**src/rtl/switch_sequencer_pkg.sv**
```systemverilog
// Shared types and constants for the picoMips switch-interface sequencer.
package switch_sequencer_pkg;

  localparam int unsigned DATA_W       = 8;
  localparam int unsigned SW_W         = 10;
  localparam int unsigned SW_NRESET    = 9;
  localparam int unsigned SW_HANDSHAKE = 8;
  localparam int unsigned SW_DATA_MSB  = 7;

  typedef enum logic [2:0] {
    CPU_RST,
    IDLE,
    PRESENT,
    RELEASE,
    SETTLE,
    CAPTURE
  } state_e;

  // Larger of two unsigned values, used to size the shared down-counter.
  function automatic int unsigned max2(input int unsigned a, input int unsigned b);
    return (a > b) ? a : b;
  endfunction

endpackage

```
**src/rtl/sw_fifo.sv**
```systemverilog
// Circular-buffer operand FIFO with synchronous reset and registered empty flag.
module sw_fifo #(
  parameter int unsigned DEPTH = 4,
  parameter int unsigned WIDTH = 8
) (
  input  logic             clk_i,
  input  logic             rst_i,
  input  logic             push_i,
  input  logic [WIDTH-1:0] wdata_i,
  input  logic             pop_i,
  output logic [WIDTH-1:0] head_c,
  output logic             empty_o,
  output logic             full_nxt_c
);

  localparam int unsigned PTR_W = $clog2(DEPTH);
  localparam int unsigned CNT_W = PTR_W + 1;

  logic [WIDTH-1:0] mem_q [DEPTH];
  logic [PTR_W-1:0] wr_ptr_q, wr_ptr_d;
  logic [PTR_W-1:0] rd_ptr_q, rd_ptr_d;
  logic [CNT_W-1:0] count_q, count_d;
  logic             empty_q;
  logic             push_ok;
  logic             pop_ok;

  assign push_ok    = push_i && (count_q != CNT_W'(DEPTH));
  assign pop_ok     = pop_i && (count_q != '0);
  assign head_c     = mem_q[rd_ptr_q];
  assign empty_o    = empty_q;
  assign full_nxt_c = (count_d == CNT_W'(DEPTH));

  // Pointer and occupancy next-state; pointers wrap naturally at DEPTH.
  always_comb begin
    wr_ptr_d = wr_ptr_q;
    rd_ptr_d = rd_ptr_q;
    count_d  = count_q;
    if (push_ok) wr_ptr_d = wr_ptr_q + PTR_W'(1);
    if (pop_ok)  rd_ptr_d = rd_ptr_q + PTR_W'(1);
    if (push_ok && !pop_ok)      count_d = count_q + CNT_W'(1);
    else if (!push_ok && pop_ok) count_d = count_q - CNT_W'(1);
  end

  // Pointer, occupancy and flag registers.
  always_ff @(posedge clk_i) begin
    if (rst_i) begin
      wr_ptr_q <= '0;
      rd_ptr_q <= '0;
      count_q  <= '0;
      empty_q  <= 1'b1;
    end else begin
      wr_ptr_q <= wr_ptr_d;
      rd_ptr_q <= rd_ptr_d;
      count_q  <= count_d;
      empty_q  <= (count_d == '0);
    end
  end

  // Storage array; contents need no reset since occupancy gates every read.
  always_ff @(posedge clk_i) begin
    if (push_ok) mem_q[wr_ptr_q] <= wdata_i;
  end

endmodule

```
**src/rtl/switch_sequencer.sv**
```systemverilog
// Drives picoMips SW pins from an operand FIFO and samples LED after each group.
module switch_sequencer
  import switch_sequencer_pkg::*;
#(
  parameter int unsigned DEPTH            = 4,
  parameter int unsigned HOLD_CYCLES      = 16,
  parameter int unsigned GAP_CYCLES       = 16,
  parameter int unsigned OPS_PER_RESULT   = 2,
  parameter int unsigned RESULT_DELAY     = 64,
  parameter int unsigned CPU_RESET_CYCLES = 4
) (
  input  logic              Clock,
  input  logic              Reset,
  input  logic [DATA_W-1:0] InData,
  input  logic              InValid,
  output logic              InReady,
  output logic [SW_W-1:0]   SW,
  input  logic [DATA_W-1:0] LED,
  output logic [DATA_W-1:0] Result,
  output logic              ResultValid,
  output logic              Busy
);

  localparam int unsigned CNT_MAX = max2(max2(HOLD_CYCLES, GAP_CYCLES),
                                         max2(RESULT_DELAY, CPU_RESET_CYCLES));
  localparam int unsigned CNT_W   = max2(1, $clog2(CNT_MAX));
  localparam int unsigned OPC_W   = max2(1, $clog2(OPS_PER_RESULT + 1));

  state_e            state_q, state_d;
  logic [CNT_W-1:0]  cnt_q, cnt_d;
  logic [OPC_W-1:0]  opc_q, opc_d;
  logic [SW_W-1:0]   sw_q, sw_d;
  logic [DATA_W-1:0] result_q, result_d;
  logic              rvalid_q, rvalid_d;
  logic              busy_q, busy_d;
  logic              ready_q, ready_d;

  logic              pop_c;
  logic              push_c;
  logic [DATA_W-1:0] fifo_head;
  logic              fifo_empty;
  logic              fifo_full_nxt;

  assign push_c      = InValid && ready_q;
  assign InReady     = ready_q;
  assign SW          = sw_q;
  assign Result      = result_q;
  assign ResultValid = rvalid_q;
  assign Busy        = busy_q;

  sw_fifo #(
    .DEPTH (DEPTH),
    .WIDTH (DATA_W)
  ) u_fifo (
    .clk_i      (Clock),
    .rst_i      (Reset),
    .push_i     (push_c),
    .wdata_i    (InData),
    .pop_i      (pop_c),
    .head_c     (fifo_head),
    .empty_o    (fifo_empty),
    .full_nxt_c (fifo_full_nxt)
  );

  // Sequencer next-state, counters and registered-output next values.
  always_comb begin
    state_d  = state_q;
    cnt_d    = cnt_q;
    opc_d    = opc_q;
    sw_d     = sw_q;
    result_d = result_q;
    pop_c    = 1'b0;

    case (state_q)
      CPU_RST: begin
        if (cnt_q == '0) state_d = IDLE;
        else             cnt_d   = cnt_q - CNT_W'(1);
      end
      IDLE: begin
        if (!fifo_empty) begin
          pop_c                 = 1'b1;
          sw_d[SW_DATA_MSB:0]   = fifo_head;
          state_d               = PRESENT;
          cnt_d                 = CNT_W'(HOLD_CYCLES - 1);
        end
      end
      PRESENT: begin
        if (cnt_q == '0) begin
          state_d = RELEASE;
          cnt_d   = CNT_W'(GAP_CYCLES - 1);
        end else begin
          cnt_d = cnt_q - CNT_W'(1);
        end
      end
      RELEASE: begin
        if (cnt_q == '0) begin
          if (opc_q == OPC_W'(OPS_PER_RESULT - 1)) begin
            opc_d   = '0;
            state_d = SETTLE;
            cnt_d   = CNT_W'(RESULT_DELAY - 1);
          end else begin
            opc_d   = opc_q + OPC_W'(1);
            state_d = IDLE;
          end
        end else begin
          cnt_d = cnt_q - CNT_W'(1);
        end
      end
      SETTLE: begin
        if (cnt_q == '0) begin
          state_d  = CAPTURE;
          result_d = LED;
        end else begin
          cnt_d = cnt_q - CNT_W'(1);
        end
      end
      CAPTURE: begin
        state_d = IDLE;
      end
      default: begin
        state_d = CPU_RST;
        cnt_d   = CNT_W'(CPU_RESET_CYCLES - 1);
      end
    endcase

    // Output bits follow the state being entered so they align with it.
    sw_d[SW_NRESET]    = (state_d != CPU_RST);
    sw_d[SW_HANDSHAKE] = (state_d == PRESENT);
    rvalid_d           = (state_d == CAPTURE);
    busy_d             = (state_d != IDLE);
    ready_d            = !fifo_full_nxt;
  end

  // State, counter and output registers.
  always_ff @(posedge Clock) begin
    if (Reset) begin
      state_q  <= CPU_RST;
      cnt_q    <= CNT_W'(CPU_RESET_CYCLES - 1);
      opc_q    <= '0;
      sw_q     <= '0;
      result_q <= '0;
      rvalid_q <= 1'b0;
      busy_q   <= 1'b1;
      ready_q  <= 1'b0;
    end else begin
      state_q  <= state_d;
      cnt_q    <= cnt_d;
      opc_q    <= opc_d;
      sw_q     <= sw_d;
      result_q <= result_d;
      rvalid_q <= rvalid_d;
      busy_q   <= busy_d;
      ready_q  <= ready_d;
    end
  end

endmodule

```
**config.mk**
```make
export PLATFORM = sky130hd
export DESIGN_NAME = switch_sequencer
export DESIGN_NICKNAME = d
export VERILOG_FILES = /design/src/rtl/switch_sequencer_pkg.sv /design/src/rtl/sw_fifo.sv /design/src/rtl/switch_sequencer.sv
export SDC_FILE = /design/constraint.sdc
export NUM_CORES = 1
export LEC_CHECK = 0
export CAP_MARGIN = 20
export CORE_MARGIN = 4
export CORE_UTILIZATION = 58
export DETAILED_ROUTE_END_ITERATION = 10
export PLACE_DENSITY = 0.83
export SLEW_MARGIN = 20
export SYNTH_ARGS = -nofsm -noshare
export SYNTH_HDL_FRONTEND = slang
export SYNTH_SLANG_ARGS = --single-unit
```
**constraint.sdc**
```tcl
create_clock -name Clock -period 4 [get_ports Clock]
set_clock_uncertainty 0.2 [all_clocks]
set_input_delay 0.6 -clock Clock [delete_from_list [all_inputs] [get_ports Clock]]
set_output_delay 0.6 -clock Clock [all_outputs]
set_load 0.1 [all_outputs]
```
==> results.md, run 1 <==
* Post-CTS setup buffers at 0
* Max incr delay on CP at 1.17 ns
* Top FF cell, synth: dfxtp_1
* Sink Count at 72
* Leak pwr at 1.33 nW
* Worst hold stages at 2
* Area after DPL at 0.00344 mm2
* # rows at 25
* Commonest cells after routing, fill and taps aside: 40 x dfxtp_1, 39 x clkdlybuf4s50_1, 32 x edfxtp_1
* CTS root buf: clkbuf_8
* Crit Path Category: register to primary output
* Worst hold path startpoint: opc_q[1]
* Resize count post-CTS at 0
* Hold buffers post-CTS at 0
* WL final at 5.67 mm
* Design area at 0.00362 mm2
* Worst-path clk slew at 0.07 ns
* Worst Setup End Kind: primary output
* Post-synthesis cell count at 252
* Critical Path AT at 1.92 ns
* Seq/Total Area, Yosys at 0.586
* Final Hold Vio Count at 0
* Synth warn at 0
* Tot GR Track Use at 0.198
* WP data required at 3.20 ns
* GPL Wtd Cong at 0.833
* Initial antenna violation count at 0
* Yosys top cell area share at 0.320
* Post-Synth XOR/XNOR Area at 0.0204
* Post-synthesis simple-gate area fraction at 0.142
* Max Buffers Root-to-Sink at 2
* Most common cell after layout, fill and taps aside: dfxtp_1
* Die width at 80 um
* Combinational family with the most area after synthesis: simple AND/OR/NAND/NOR gates
* HP Class: register to register
* First-pass GRT wire length at 9.41 mm
* Worst skew pair latency at 0.34 ns
* Mapped Area at 0.00301 mm2
* Reg2reg start: state_q[0]
* FF-to-FF setup slack at 1.53 ns
* Vias per cell at 5.57
* Pin count of the biggest net entering global routing at 34
* Mux contribution to synthesized area at 0.0899
* Post-route DRC at 0
* Fraction of registers with async set/reset at 0
* Worst r2r dst: InReady
* Crit path buffers/inverters at 1
* Slowest cell on crit path: clkdlybuf4s50_1
* Pwr Density at 509 mW/mm2
* Die Ht at 80 um
* Adder-cell share of the synthesized area at 0.0333
* Multi-input logic area at 0.00116 mm2
* Total Neg Setup Slack at 0 ns
* Mean Syn Cell Area at 11.9 um2
* Status: complete, no violations
* Hold path endpoint: opc_q[1]
* Number of max-cap violations at 0
* Layout cells sized above 1 at 0.104
* I/O pin total at 40
* Die area at 0.00640 mm2
* Antenna-violating nets left at 0
* Crit Path Max Fanout at 4
* Fin nets at 319
* Post-synthesis compound-gate area fraction at 0.0999
* Starting Density at 0.616
* Setup crit start kind: register
* CTS tree: built
* RSZ-0062 raised after global routing: false
* Router iterations before antenna repair at 4
* Top post-synthesis cells by area: edfxtp_1 32%, dfxtp_1 27%, mux4_2 6.0%
* Rel. slew slack at 0.336
* Violation count after the first detailed-route iteration at 124
* Tightest Pin Transition at 0.993 ns
* Vias at 2,026
* Distinct cells, synth at 48
* CP Cell Sequence: clkdlybuf4s50_1
* Post-synth EDFFs at 32
* Grt ovf at 0
* Number of port buffers at 39
* Worst reg2reg path depth at 5
* Tot Pwr at 1.85 mW
* Ant diodes at 0
* Sequential standard cell area at 0.00176 mm2
* Final period util at 0.680
* Mapped Nets at 279
* Vias in the first global route at 1,956
* Fmax at 368 MHz
* Num CTS Buffers at 9
* Minimum clock period at 2.72 ns
* Largest delay share family, worst path: buffers and inverters
* Pins over their slew limit at 0
* Max H-tree Level at 3
* Fillers at 351
* Final HPWL DP at 4.11 mm
* Post-synth top area cell: edfxtp_1
* #FFs+latches synth at 72
* Core area at 0.00488 mm2
* VDD IR-drop max at 0.281 mV
* Final Setup Violations at 0
* Synth-to-Final Area Change at 20.6%
* Routed wire length per instance at 15.6 um
-- report_power, final --
group | total, mW | switching (mW) | leakage, nW | internal (mW)
registers | 0.900 | 0.0606 | 0.616 | 0.839
logic | 0.404 | 0.252 | 0.621 | 0.151
clock network | 0.543 | 0.258 | 0.0937 | 0.285
total | 1.85 | 0.571 | 1.33 | 1.28
-- layout make-up --
cell class                 count  share of cell area
clock inverter                 6              0.0166
timing repair buffer          40               0.110
sequential                    72               0.486
multi-input combinational    160               0.320
clock buffer                  10              0.0352
inverter                       9             0.00932
tap                           67              0.0231
-- sequential cells by signal, indices dropped and copies added, names as in the netlist, 2 cells and up --
signal	cells
u_fifo.rd_ptr_q	2
u_fifo.wr_ptr_q	2
cnt_q	6
opc_q	2
u_fifo.mem_q	32
SW	10
state_q	3
Result	8
u_fifo.count_q	3
-- cells in the mapped netlist, drive strengths merged, types with 3 or more instances --
| cell | count |
|---|---|
| mux4 | 8 |
| edfxtp | 32 |
| nor3 | 4 |
| a21oi | 15 |
| dfxtp | 40 |
| nand2b | 4 |
| nor2b | 3 |
| xor2 | 3 |
| ha | 8 |
| mux2i | 9 |
| nor2 | 27 |
| nand2 | 28 |
| buf | 4 |
| o22ai | 4 |
| nand3 | 5 |
| xnor2 | 4 |
| inv | 9 |
| and2 | 4 |
| clkbuf | 7 |
-- cells by family after synthesis --
kind of cell,after synthesis
AO/OA/AOI/OAI,41
XOR/XNOR,7
adder cells (fa/ha/maj),8
buffers and inverters,20
flip-flops,72
multiplexers,17
AND/OR/NAND/NOR,87
-- worst max path at each step --
stage / start / to / slack [ns] / cells past startpoint
after floorplan: InReady / u_fifo.mem_q[0][0] / 1.66 / 3
after global placement: InValid / u_fifo.mem_q[0][3] / 1.54 / 3
after detailed placement: InValid / u_fifo.mem_q[0][3] / 1.49 / 3
after CTS: InReady / InReady / 1.26 / 1
after global routing: InReady / InReady / 1.22 / 1
final: InReady / InReady / 1.28 / 1
-- layer usage --
layer | part of all wire | GRT usage | up-vias
met3 | 0.068 | 0.0508 | 7
met5 | 0 | 0 | -
met2 | 0.47 | 0.286 | 71
li1 | - | - | 988
met4 | 0.012 | 0.0980 | 0
met1 | 0.45 | 0.277 | 960
-- through the flow --
stage	setup slack (ns)	hold WS, ns	instances	util
CTS	1.26	0.246	364	0.743
detailed placement	1.49	0.236	348	0.704
global route	1.22	0.268	364	0.743
global placement	1.54	0.224	348	0.704
floorplan	1.66	0.212	252	-
finish	1.28	0.248	364	0.743
No activity file was read; power rests on OpenSTA's default activity.
==> run 2: changes to the inputs <==
--- a/config.mk
+++ b/config.mk
@@ -7,9 +7,9 @@
 export LEC_CHECK = 0
 export CAP_MARGIN = 20
 export CORE_MARGIN = 4
-export CORE_UTILIZATION = 58
+export CORE_UTILIZATION = 49
 export DETAILED_ROUTE_END_ITERATION = 10
-export PLACE_DENSITY = 0.83
+export PLACE_DENSITY = 0.75
 export SLEW_MARGIN = 20
 export SYNTH_ARGS = -nofsm -noshare
 export SYNTH_HDL_FRONTEND = slang
==> constraint.sdc (replaced) <==
create_clock -name Clock -period 2.25 [get_ports Clock]
set_clock_uncertainty 0.2 [all_clocks]
set_input_delay 0.3375 -clock Clock [delete_from_list [all_inputs] [get_ports Clock]]
set_output_delay 0.3375 -clock Clock [all_outputs]
set_load 0.1 [all_outputs]
==> run 2 against run 1 <==
Worst hold slack got worse by 0.011 ns. Non-clock buffer count rose by 18. Sequential share of layout area fell by 2.5 points. Sequential power rose by 76%. Largest power group unchanged.
==> results.md, run 2 (synthesis gave the netlist of run 1 again) <==
* Max incr delay on CP at 0.57 ns (-0.60 ns)
* Crit Path Max Fanout at 3 (-1)
* VDD IR-drop max at 0.512 mV (+83%)
* Clock network fraction of total power at 0.336 (+0.042)
* Number of port buffers at 39 (unchanged)
* CP Cell Sequence: or4b_4 > o2111a_1 > or2_4 > o221ai_2 > a21bo_1
* Max Buffers Root-to-Sink at 2 (unchanged)
* WL final at 5.89 mm (+3.9%)
* Most common cell after layout, fill and taps aside: dfxtp_1
* Violation count after the first detailed-route iteration at 73 (-41%)
* # rows at 28 (+12%)
* Power Internal at 2.60 mW (+100%)
* Sink Count at 72 (unchanged)
* Commonest cells after routing, fill and taps aside: 37 x dfxtp_1, 36 x buf_4, 32 x edfxtp_1
* Antenna-violating nets left at 0 (unchanged)
* Crit Path Category: register to register
* Vias per cell at 5.42 (-2.6%)
* Ant diodes at 0 (unchanged)
* Starting Density at 0.508 (-0.108)
* Final Hold Vio Count at 0 (unchanged)
* Minimum clock period at 2.14 ns
* Status: complete, no violations
* Die width at 86.3 um (+7.9%)
* Reg2reg start: state_q[2]
* Worst skew pair latency at 0.34 ns (about the same)
* Tot GR Track Use at 0.173 (-0.0255)
* Largest delay share family, worst path: simple AND/OR/NAND/NOR gates
* Core area at 0.00592 mm2 (+21%)
* Worst-path clk slew at 0.07 ns (about the same)
* Synth-to-Final Area Change at 27.5%
* Flip-flop count of the largest register after layout at 32 (unchanged)
* Num CTS Buffers at 9 (unchanged)
* Tightest Pin Transition at 0.471 ns (-0.522 ns)
* Vias at 2,114 (+4.3%)
* Worst hold path startpoint: opc_q[1]
* Worst hold stages at 2 (unchanged)
* Total Neg Setup Slack at 0 ns (unchanged)
* Hold path endpoint: opc_q[1]
* Die area at 0.00745 mm2 (+16%)
* Router iterations before antenna repair at 4 (unchanged)
* Pins over their slew limit at 0 (unchanged)
* Largest register by flop count: u_fifo.mem_q
* Number of max-cap violations at 0 (unchanged)
* Post-route DRC at 0 (unchanged)
* I/O pin total at 40 (unchanged)
* Pin count of the biggest net entering global routing at 18 (-47%)
* P_sw at 1.09 mW (+91%)
* Die Ht at 86.3 um (+7.9%)
* Critical Path AT at 2.18 ns (+0.26 ns)
* Pwr Density at 964 mW/mm2 (+89%)
* Final HPWL DP at 4.05 mm (-1.6%)
* Final period util at 0.952
* CTS tree: built
* Switch share at 0.295 (-0.0140)
* Fmax at 467 MHz
* First-pass GRT wire length at 9.92 mm (+5.4%)
* Fin nets at 337 (+5.6%)
* Crit path buffers/inverters at 0 (-1)
* RSZ-0062 raised after global routing: false
* Rel. slew slack at 0.685 (+0.350)
* Worst reg2reg path depth at 5 (unchanged)
* Layout cells sized above 1 at 0.238 (+0.134)
* Flop pwr share at 0.428 (-0.059)
* Fillers at 461 (+31%)
* Setup crit start kind: register
* Worst r2r dst: InReady
* CTS root buf: clkbuf_8
* Slowest cell on crit path: or4b_4
* HP Class: register to register
* Final Setup Violations at 0 (unchanged)
* Fin util at 0.647 (-0.0955)
* Comb power frac at 0.237 (+0.018)
* Vias in the first global route at 2,033 (+3.9%)
* Grt ovf at 0 (unchanged)
* Max H-tree Level at 3 (unchanged)
* Worst Setup End Kind: register
* FF-to-FF setup slack at 0.11 ns (-1.42 ns)
* Leak pwr at 1.50 nW (+13%)
* GPL Wtd Cong at 0.916 (+10%)
* Initial antenna violation count at 0 (unchanged)
* Routed wire length per instance at 15.1 um (-3.0%)
* WP data required at 2.28 ns (-0.92 ns)
run 2: cell types whose count changed in the layout (fill, tap and decap cells not counted), sizes merged:
cell / before / now
buf: 1 / 40
clkdlybuf4s50: 39 / 18
bufinv: 1 / 3
clkinv: 4 / 2
clkinvlp: 1 / 0
inv: 9 / 10
run 2: layout make-up:
| class | instances | area, um2 | area share |
|---|---|---|---|
| flip-flops and latches | 72 | 1770 | 0.461 |
| multi-input cells | 160 | 1160 | 0.304 |
| repair buffers | 58 | 531 | 0.138 |
| clock buffers | 10 | 128 | 0.0333 |
| clock inverters | 6 | 116 | 0.0304 |
| well taps | 75 | 93.8 | 0.0245 |
| inverters | 9 | 33.8 | 0.00881 |
run 2: tightest hold or removal path, cell delays in order, from the launching register on:
cell	delay [ns]
dfxtp_1	0.31
nand2_1	0.05
a21oi_1	0.03
run 2: per-layer routing:
layer  wire length [um]  GRT usage  up-vias  share of wire
met5                  0          0        -              0
met2               2880      0.275       66           0.49
met4                116     0.0737        0          0.020
li1                   -          -     1030              -
met1               2530      0.222     1006           0.43
met3                350     0.0475       12          0.059
run 2: through the flow:
step | std cells | cell area (um2) | worst slack, ns | hold WS (ns) | power, mW
after floorplan | 252 | 3010 | 0.173 | 0.212 | 2.16
after global placement | 373 | 3570 | 0.117 | 0.220 | 2.43
after detailed placement | 373 | 3570 | 0.0606 | 0.229 | 2.45
after CTS | 389 | 3820 | 0.0448 | 0.240 | 3.69
after global routing | 390 | 3830 | 0.0165 | 0.264 | 3.88
final | 390 | 3830 | 0.109 | 0.237 | 3.69
run 2: how the worst max path moves through the flow:
stage,start,to,slack (ns),cells past startpoint
3_5_place_dp,state_q[2],InReady,0.06,5
5_1_grt,u_fifo.count_q[0],InReady,0.02,7
6_report,state_q[2],InReady,0.11,5
3_3_place_gp,state_q[2],InReady,0.12,5
4_1_cts,state_q[2],InReady,0.04,5
2_1_floorplan,state_q[2],InReady,0.17,6
run 2: power groups by stage:
stage | registers [mW] | logic (mW) | clock network, mW
after floorplan | 1.73 | 0.432 | 0
after detailed placement | 1.61 | 0.847 | 0
after global routing | 1.59 | 0.960 | 1.32
final | 1.58 | 0.874 | 1.24
after global placement | 1.60 | 0.831 | 0
after CTS | 1.58 | 0.861 | 1.25
run 2: timing repair:
item / in CTS / in global routing
setup buffers: 0 / 1
gates resized for setup: 0 / 4
hold buffers: 0 / 0
endpoints found under the setup margin: 0 / 1
==> run 3: changes to the inputs <==
--- a/config.mk
+++ b/config.mk
@@ -9,7 +9,9 @@
 export CORE_MARGIN = 4
 export CORE_UTILIZATION = 49
 export DETAILED_ROUTE_END_ITERATION = 10
+export GPL_ROUTABILITY_DRIVEN = 0
 export PLACE_DENSITY = 0.75
+export SKIP_LAST_GASP = 1
 export SLEW_MARGIN = 20
 export SYNTH_ARGS = -nofsm -noshare
 export SYNTH_HDL_FRONTEND = slang
==> results of run 3 <==
No change in the layout: final DEF, timing and power equal those of run 2.
==> patch: new RTL, flow settings as in run 2 <==
`sw_q` and `result_q` no longer have a reset.
--- a/src/rtl/switch_sequencer.sv
+++ b/src/rtl/switch_sequencer.sv
@@ -137,8 +137,6 @@
       state_q  <= CPU_RST;
       cnt_q    <= CNT_W'(CPU_RESET_CYCLES - 1);
       opc_q    <= '0;
-      sw_q     <= '0;
-      result_q <= '0;
       rvalid_q <= 1'b0;
       busy_q   <= 1'b1;
       ready_q  <= 1'b0;
@@ -146,13 +144,16 @@
       state_q  <= state_d;
       cnt_q    <= cnt_d;
       opc_q    <= opc_d;
-      sw_q     <= sw_d;
-      result_q <= result_d;
       rvalid_q <= rvalid_d;
       busy_q   <= busy_d;
       ready_q  <= ready_d;
     end
   end
 
+  always_ff @(posedge Clock) begin
+    sw_q     <= sw_d;
+    result_q <= result_d;
+  end
+
 endmodule
 
Check against the original RTL: not equivalent (Yosys sat finds a counterexample within 4 cycles, from zero or initial values and one cycle with Reset high).
==> patch against run 2 <==
  * Via count fell by 10%
  * Non-clock buffer count is 4 lower
  * Synthesized area down 0.62%
  * Design area down 1.8%
  * Critical path depth grew 2
  * Cell count down 9.0%
  * Power is 0.78% lower
  * Global-route usage shrank 0.91 points
  * Fmax up 3.0%
  * Count of clock-buffer cells in the layout decreased by 1
  * Sequential cell count did not move
  * Setup slack better by 63 ps
  * Wire length down 6.6%
  * Critical path type unchanged
==> patch: results (changes against run 2) <==
layout:
  clk_share_pct: 6.015  # -0.35 points
  register_area_um2: 1923  # +8.9%
  buf_share_pct: 12.63  # -1.2 points
  multi_input_area_share_pct: 26.55  # -3.8 points
  area_growth_pct: 26.00
  inverters_excl_clock: 12  # +3
  fin_nets: 303  # -10%
  multi_input_comb_cells: 126  # -21%
  drive_gt1_share_pct: 26.07  # +2.3 points
  fill_cells: 449  # -2.6%
routing:
  num_vias: 1902  # -10%
  drt_first_iter_violations: 144  # +97%
  wl_per_cell_um: 15.48  # +2.6%
logic_synthesis:
  synth-xor-area-share_pct: 2.889  # +0.85 points
  synth_edf_count: 48  # +50%
  seq_area_frac_synth_pct: 64.32  # +5.7 points
  yosysUniqueCellTypes: 45  # -6.3%
  synth_compound_area_share_pct: 9.548  # -0.44 points
  synth_nets: 247  # -11%
  synthTopCellsByCount: "edfxtp_1 (48), dfxtp_1 (24), nor2_1 (15), nand2_1 (12)"
  synth_area_leaders: "edfxtp_1 (48%), dfxtp_1 (16%), mux4_2 (6.0%)"
worst_setup_path:
  slowest_delay_ps: 420  # -150 ps
  r2r_cells: 7  # +2
  rrSetupSlack_ps: 170  # +60 ps
  reg2reg_from: "cnt_q[0]"
  reg2reg_to: "ResultValid"
  cp_max_fo: 6  # +3
  cp_slowest_cell: "or4_1"
pwr:
  leakage_nw: 1.376  # -8.2%
  irDropWorstVdd_mv: 0.6781  # +32%
  switching_share_pct: 31.03  # +1.5 points
  power_w: 0.003664  # -0.78%
  comb_power_share_pct: 24.2  # +0.5 points
place:
  hpwl_um: 3944  # -2.6%
  place_area_um2: 3522  # -1.4%
  gp_congestion: 0.8650  # -5.5%
global_route:
  grt_max_degree: 16  # -2
  grt_pass1_wl_um: 9190  # -7.4%
  grtUsageMet3_pct: 4.419  # -0.33 points
  track_usage_pct: 16.36  # -0.91 points
  met2_usage_pct: 26.14  # -1.4 points
timing:
  hold_slack_ps: 240.0  # +2.756 ps
  worst_pin_slew_ps: 539.8  # +68.48 ps
outcome:
  status: "completed"
==> patch: worst max-delay path by stage <==
stage / startpoint / end / slack [ps] / depth (start not counted)
finish: cnt_q[0] / ResultValid / 170 / 7
global route: u_fifo.count_q[0] / InReady / 10 / 7
CTS: cnt_q[0] / ResultValid / 50 / 7
detailed placement: InValid / u_fifo.mem_q[3][3] / -8 / 4
global placement: InValid / u_fifo.mem_q[3][2] / 50 / 4
floorplan: InReady / InReady / 120 / 7
==> patch: repair_timing <==
| item | CTS | global route |
|---|---|---|
| setup endpoints to repair | 0 | 4 |
| hold buffers | 0 | 0 |
| resized for setup | 0 | 4 |
==> patch: through the flow <==
stage | instances | setup WS [ps]
after floorplan | 219 | 117.4
after CTS | 355 | 46.59
after detailed placement | 339 | -8.121
after global routing | 355 | 14.06
after global placement | 339 | 50.89
final | 355 | 171.3
==> patch: routing by layer <==
metal  share of wire [%]  up-vias
met5                   0        -
met4                 1.7        0
met3                 5.8        8
met2                  47       49
met1                  45      921
li1                    -      924
